--- src/rtl/multi_pulse_counter.sv ---
// multi_pulse_counter: N_BTN debounced pushbuttons with hold-to-repeat, each
// stepping one digit of an N_DIGITS-digit hex or BCD counter up or down.
module multi_pulse_counter #(
    parameter int N_BTN            = 4,
    parameter int N_DIGITS         = 4,
    parameter int CLK_FREQ_HZ      = 12000000,
    parameter int DEBOUNCE_TIME_MS = 10,
    parameter int REPEAT_DELAY_MS  = 500,
    parameter int REPEAT_RATE_MS   = 100,
    parameter int BCD              = 0,
    parameter int SATURATE         = 0
) (
    input  logic                  clk,
    input  logic                  rst,
    input  logic [N_BTN-1:0]      btn_in,
    input  logic                  dir_in,
    output logic [4*N_DIGITS-1:0] count_out,
    output logic [N_BTN-1:0]      pressed_out,
    output logic                  overflow_out,
    output logic                  underflow_out
);

    localparam int unsigned CYC_PER_MS = CLK_FREQ_HZ / 1000;
    localparam int unsigned DB_CYC     = CYC_PER_MS * DEBOUNCE_TIME_MS;
    localparam int unsigned DLY_CYC    = CYC_PER_MS * REPEAT_DELAY_MS;
    localparam int unsigned RATE_CYC   = CYC_PER_MS * REPEAT_RATE_MS;
    localparam int unsigned DB_W       = (DB_CYC > 1) ? $clog2(DB_CYC) : 1;
    localparam int unsigned TMR_MAX    = (DLY_CYC > RATE_CYC) ? DLY_CYC : RATE_CYC;
    localparam int unsigned TMR_W      = (TMR_MAX > 1) ? $clog2(TMR_MAX + 1) : 1;
    localparam int unsigned BASE       = (BCD != 0) ? 10 : 16;
    localparam logic [3:0]  DMAX       = 4'(BASE - 1);

    typedef enum logic [1:0] {
        RPT_IDLE,
        RPT_DELAY,
        RPT_REPEAT
    } rpt_state_t;

    logic [N_BTN-1:0]    strobe;
    logic [N_BTN-1:0]    level_vec;
    logic [N_DIGITS-1:0] step;

    for (genvar i = 0; i < N_BTN; i++) begin : g_ch
        logic            sync1;
        logic            sync2;
        logic            level;
        logic            level_d;
        logic [DB_W-1:0] db_cnt;
        logic            press;
        logic            rpt;

        // Two-flop synchroniser; released (1) out of reset.
        always_ff @(posedge clk) begin
            if (!rst) begin
                sync1 <= 1'b1;
                sync2 <= 1'b1;
            end else begin
                sync1 <= btn_in[i];
                sync2 <= sync1;
            end
        end

        // Debounce: flip the pressed level after DB_CYC consecutive differing samples.
        always_ff @(posedge clk) begin
            if (!rst) begin
                level  <= 1'b0;
                db_cnt <= '0;
            end else if (~sync2 != level) begin
                if (db_cnt == DB_W'(DB_CYC - 1)) begin
                    level  <= ~sync2;
                    db_cnt <= '0;
                end else begin
                    db_cnt <= db_cnt + 1'b1;
                end
            end else begin
                db_cnt <= '0;
            end
        end

        // Delayed level for the press-edge detector.
        always_ff @(posedge clk) begin
            if (!rst) level_d <= 1'b0;
            else      level_d <= level;
        end

        assign press = level & ~level_d;

        if (REPEAT_DELAY_MS > 0) begin : g_rpt
            rpt_state_t       state;
            logic [TMR_W-1:0] tmr;

            // Hold-to-repeat FSM: delay after the press, then fixed-rate strobes.
            always_ff @(posedge clk) begin
                if (!rst) begin
                    state <= RPT_IDLE;
                    tmr   <= '0;
                end else if (!level) begin
                    state <= RPT_IDLE;
                    tmr   <= '0;
                end else begin
                    case (state)
                        RPT_IDLE: begin
                            if (press) begin
                                state <= RPT_DELAY;
                                tmr   <= TMR_W'(DLY_CYC - 1);
                            end
                        end
                        RPT_DELAY, RPT_REPEAT: begin
                            if (tmr == '0) begin
                                state <= RPT_REPEAT;
                                tmr   <= TMR_W'(RATE_CYC - 1);
                            end else begin
                                tmr <= tmr - 1'b1;
                            end
                        end
                        default: begin
                            state <= RPT_IDLE;
                            tmr   <= '0;
                        end
                    endcase
                end
            end

            // Timer expiry while held is the repeat strobe for this cycle.
            assign rpt = level && (state != RPT_IDLE) && (tmr == '0);
        end else begin : g_norpt
            assign rpt = 1'b0;
        end

        assign strobe[i]    = press | rpt;
        assign level_vec[i] = level;
    end

    assign pressed_out = level_vec;
    assign step        = N_DIGITS'(strobe);

    logic [4*N_DIGITS-1:0] next_count;
    logic [4:0]            acc;
    logic                  carry;
    logic                  top_carry;

    // Ripple add/subtract of the strobe vector; each digit sees at most BASE+1.
    always_comb begin
        next_count = count_out;
        acc        = '0;
        carry      = 1'b0;
        for (int unsigned d = 0; d < N_DIGITS; d++) begin
            if (!dir_in) begin
                acc = {1'b0, count_out[4*d +: 4]} + {4'b0, step[d]} + {4'b0, carry};
                if (acc >= 5'(BASE)) begin
                    acc   = acc - 5'(BASE);
                    carry = 1'b1;
                end else begin
                    carry = 1'b0;
                end
            end else begin
                acc = {1'b0, count_out[4*d +: 4]} + 5'(BASE) - {4'b0, step[d]} - {4'b0, carry};
                if (acc >= 5'(BASE)) begin
                    acc   = acc - 5'(BASE);
                    carry = 1'b0;
                end else begin
                    carry = 1'b1;
                end
            end
            next_count[4*d +: 4] = acc[3:0];
        end
        top_carry = carry;
        if (top_carry && (SATURATE != 0)) begin
            next_count = dir_in ? '0 : {N_DIGITS{DMAX}};
        end
    end

    // Counter register and one-cycle limit flags.
    always_ff @(posedge clk) begin
        if (!rst) begin
            count_out     <= '0;
            overflow_out  <= 1'b0;
            underflow_out <= 1'b0;
        end else begin
            count_out     <= next_count;
            overflow_out  <= top_carry & ~dir_in;
            underflow_out <= top_carry & dir_in;
        end
    end

endmodule

--- config.mk ---
export PLATFORM = sky130hd
export DESIGN_NAME = multi_pulse_counter
export DESIGN_NICKNAME = d
export VERILOG_FILES = /design/src/rtl/multi_pulse_counter.sv
export SDC_FILE = /design/constraint.sdc
export NUM_CORES = 1
export LEC_CHECK = 0
export BUFFER_PORTS_ARGS = -buffer_cell sky130_fd_sc_hd__buf_2
export CORE_AREA = 8 8 136 138
export CTS_CLUSTER_SIZE = 30
export DETAILED_ROUTE_END_ITERATION = 7
export DIE_AREA = 0 0 144 146
export GPL_ROUTABILITY_DRIVEN = 1
export MAX_ROUTING_LAYER = met4
export PLACE_DENSITY_LB_ADDON = 0.08
export SLEW_MARGIN = 30
export SYNTH_ARGS = -nofsm -noshare
export SYNTH_HDL_FRONTEND = slang
export SYNTH_SLANG_ARGS = --single-unit
--- constraint.sdc ---
create_clock -name clk -period 15.02 [get_ports clk]
set_input_delay 3.004 -clock clk [delete_from_list [all_inputs] [get_ports clk]]
set_output_delay 3.004 -clock clk [all_outputs]
set_load 0.1 [all_outputs]
==> impl_metrics.ini <==
[timing]
holdWs_ps = 419.9
tightest_slew_ps = 869.2
rsz0062_at_grt = no
hold_viol = 0
setup_tns_ps = 0
finalClockSkew_ps = 15.70
period_share_pct = 45.82
fmax_mhz = 145.3
relSlewSlack_pct = 42.05
drv_slew = 0
setup_viol = 0
period_minus_slack_ps = 6883

[power]
p_int_w = 0.0008865
switching_share_pct = 20.39
p_sw_w = 0.0002271
p_seq_share_pct = 48.4
p_comb_share_pct = 1.3
clockPowerShare_pct = 50.3
p_per_area_nw_per_um2 = 97.31
leakage_nw = 4.165
vdd_ir_drop_max_v = 0.00008502

[setup_path]
crit_arrival_ps = 7280
worstPathCellList = buf_2 > nand2_1 > nor3_1 > a31oi_1 > fa_1 > inv_1 > ha_1 > nand2_1 > nor3_1 > a31oi_1 > fa_1 > inv_1 > ha_1 > nor4bb_1 > a31oi_1 > fa_1 > inv_1 > ha_1 > nor4_1 > a21oi_1 > xnor2_1 > and2_1
slowest_delay_ps = 580
criticalPathCategory = in2reg
critPathLaunchType = primary input
critPathRequiredTime_ps = 15420
end_kind = flop
rr_worst_depth = 30
crit_fanout = 28
crit_slowest_cell = fa_1

[detailed_routing]
vias = 8989
drc_errors = 0
firstDrtPassIters = 7
ant_nets = 0
dr.max_layer_used = met4
wl_met1_um = 11110
met2_length_um = 10300
routed_via_density = 5.997
drt-initial-drc-count = 639
dr_wl_met3_um = 1299
wl_per_cell_um = 15.47
routed_wl_um = 23200

[logic_synthesis]
synthDistinctLibCells = 66
avgSynthCellArea_um2 = 8.287
synth_edf_count = 0
synth_cells = 1260
syn_area_um2 = 10440
async_flop_share_pct = 0
ys_seq_area_share_pct = 38.73
ys_seq_elements = 202
synth_ff_type = dfxtp_1
syn_nets = 1305
yosys_warnings = 0

[die]
rows = 47
die_x_um = 144
die_y_um = 146
start_util_pct = 64.10
pin_count = 29
die_area_um2 = 21020
coreArea_um2 = 16290

[clock_tree]
holdBufCountCts = 0
post_cts_buffers = 0
cts_resized = 0
clk_latency_ps = 510
clock_path_buffers = 3
cts_buffers = 23
htreeDepth = 1
cts.sinks = 202
cts_root_buf = clkbuf_16
clk_pin_slew_ps = 50
cts_tree = yes

[placed_design]
gp_congestion = 0.8782
io_buffer_count = 28
post-dp-hpwl_um = 15420

[final_layout]
n_fill_cell = 1345
fin_nets = 1308
syn2layout_area_growth_pct = 9.599
seqCellArea_um2 = 4044
antenna_cells = 0
multi_input_area_um2 = 5953
layout-drive-gt1-share_pct = 6.880

[run_status]
status = complete, no violations

[min_path]
hold_class = reg2reg
whs_path_depth = 1

[global_routing]
grt_antenna_before_repair = 0
grt_overflow = 0
grt_usage_pct = 22.35
grt_max_degree = 41
grt_pass1_wl_um = 39250
first_global_vias = 8202

[job]
maxCapViolCount = 0
[logic make-up (layout without fill, tap and decap cells)]
group	after synthesis	in the layout	share of synthesized area, %
compound gates	282	282	16.58
mux	10	10	0.9587
flops	202	202	38.73
simple gates	515	515	26.32
xor+xnor	95	95	7.969
fa+ha+maj	38	38	4.985
buf+inv	118	137	4.458
[worst max-delay path, delay by kind of cell]
kind	cells	cell delay [ps]
AO/OA/AOI/OAI	4	480
XOR/XNOR	1	150
adder cells (fa/ha/maj)	6	1950
buffers and inverters	4	630
AND/OR/NAND/NOR	7	1030
[final cells by class]
| cell class | instances | share of cell area [%] |
|---|---|---|
| sequential | 202 | 35.34 |
| clock inverter | 6 | 0.6998 |
| inverter | 64 | 2.099 |
| clock buffer | 35 | 5.948 |
| multi-input combinational | 940 | 52.02 |
| tap | 220 | 2.405 |
| timing repair buffer | 32 | 1.487 |
[power by group through the flow]
stage	clock network (W)	registers [W]	logic, W
floorplan	0	0.000554	0.00000759
global placement	0	0.000551	0.0000140
detailed placement	0	0.000551	0.0000141
CTS	0.000570	0.000539	0.0000143
global route	0.000593	0.000539	0.0000154
finish	0.000560	0.000539	0.0000141
[Yosys cell counts, types with 23 or more instances]
cell type  number  area [µm²]
a21oi_1        91       455.4
a31oi_1        43       269.0
and2_1         23       143.9
clkbuf_1       46       172.7
dfxtp_1       202        4044
ha_1           32       400.4
inv_1          63       236.5
nand2_1        69       259.0
nand3_1        52       260.3
nand4_1        26       162.7
nor2_1        142       533.0
nor3_1         52       260.3
nor4_1         23       143.9
o21ai_0        56       280.3
xnor2_1        57       499.2
xor2_1         38       332.8
[metrics by stage]
| step | cell area (µm²) | instances | util [%] | total power [W] | setup WS (ps) |
|---|---|---|---|---|---|
| final | 11440 | 1499 | 70.25 | 0.001114 | 8137 |
| after global routing | 11440 | 1499 | 70.25 | 0.001147 | 7782 |
| after CTS | 11430 | 1499 | 70.15 | 0.001124 | 8150 |
| after detailed placement | 10670 | 1458 | 65.48 | 0.0005649 | 7640 |
| after global placement | 10670 | 1458 | 65.48 | 0.0005648 | 7782 |
| after floorplan | 10440 | 1260 | - | 0.0005617 | 7220 |
[layout by cell type (no fill, tap or decap), types with 8 or more instances in the layout]
cell       synthesis  final
a211oi_1           8      8
a21o_1            19     19
a21oi_1           91     90
a31oi_1           43     43
and2_1            23     23
and3_1            17     17
and4_1            10     10
buf_2              3     28
clkbuf_16          0     23
dfxtp_1          202    202
ha_1              32     32
inv_1             63     63
mux2i_1           10     10
nand2_1           69     69
nand2b_1          18     18
nand3_1           52     52
nand3b_1           8      8
nand4_1           26     26
nor2_1           142    142
nor2b_1            9      9
nor3_1            52     51
nor4_1            23     22
o21ai_0           56     56
o21ai_1           12     12
or4_1             17     17
xnor2_1           57     57
xor2_1            38     38
[registers in the layout, indices dropped and copies added, names as in the netlist]
| signal | flops |
|---|---|
| overflow_out | 1 |
| g_ch.g_rpt.state | 8 |
| g_ch.sync2 | 4 |
| g_ch.level_d | 4 |
| g_ch.level | 4 |
| g_ch.db_cnt | 68 |
| count_out | 16 |
| g_ch.sync1 | 4 |
| underflow_out | 1 |
| g_ch.g_rpt.tmr | 92 |
[routing by layer]
layer | vias to the layer above | global-route usage (%)
met3 | 44 | 3.740
met4 | 0 | 6.049
met2 | 218 | 33.14
met5 | - | -
met1 | 4197 | 30.71
li1 | 4530 | -
[worst paths after layout]
check	startpoint	endpoint	slack, ps
setup / recovery	dir_in	count_out[15]$_SDFF_PN0_	8140
hold / removal	g_ch[3].sync1$_SDFF_PN1_	g_ch[3].sync2$_SDFF_PN1_	420
setup reg to reg	g_ch[0].g_rpt.tmr[0]$_SDFFE_PN0P_	count_out[15]$_SDFF_PN0_	8660
hold reg to reg	g_ch[3].sync1$_SDFF_PN1_	g_ch[3].sync2$_SDFF_PN1_	420
Note: power is estimated with default switching activity, not from simulation.
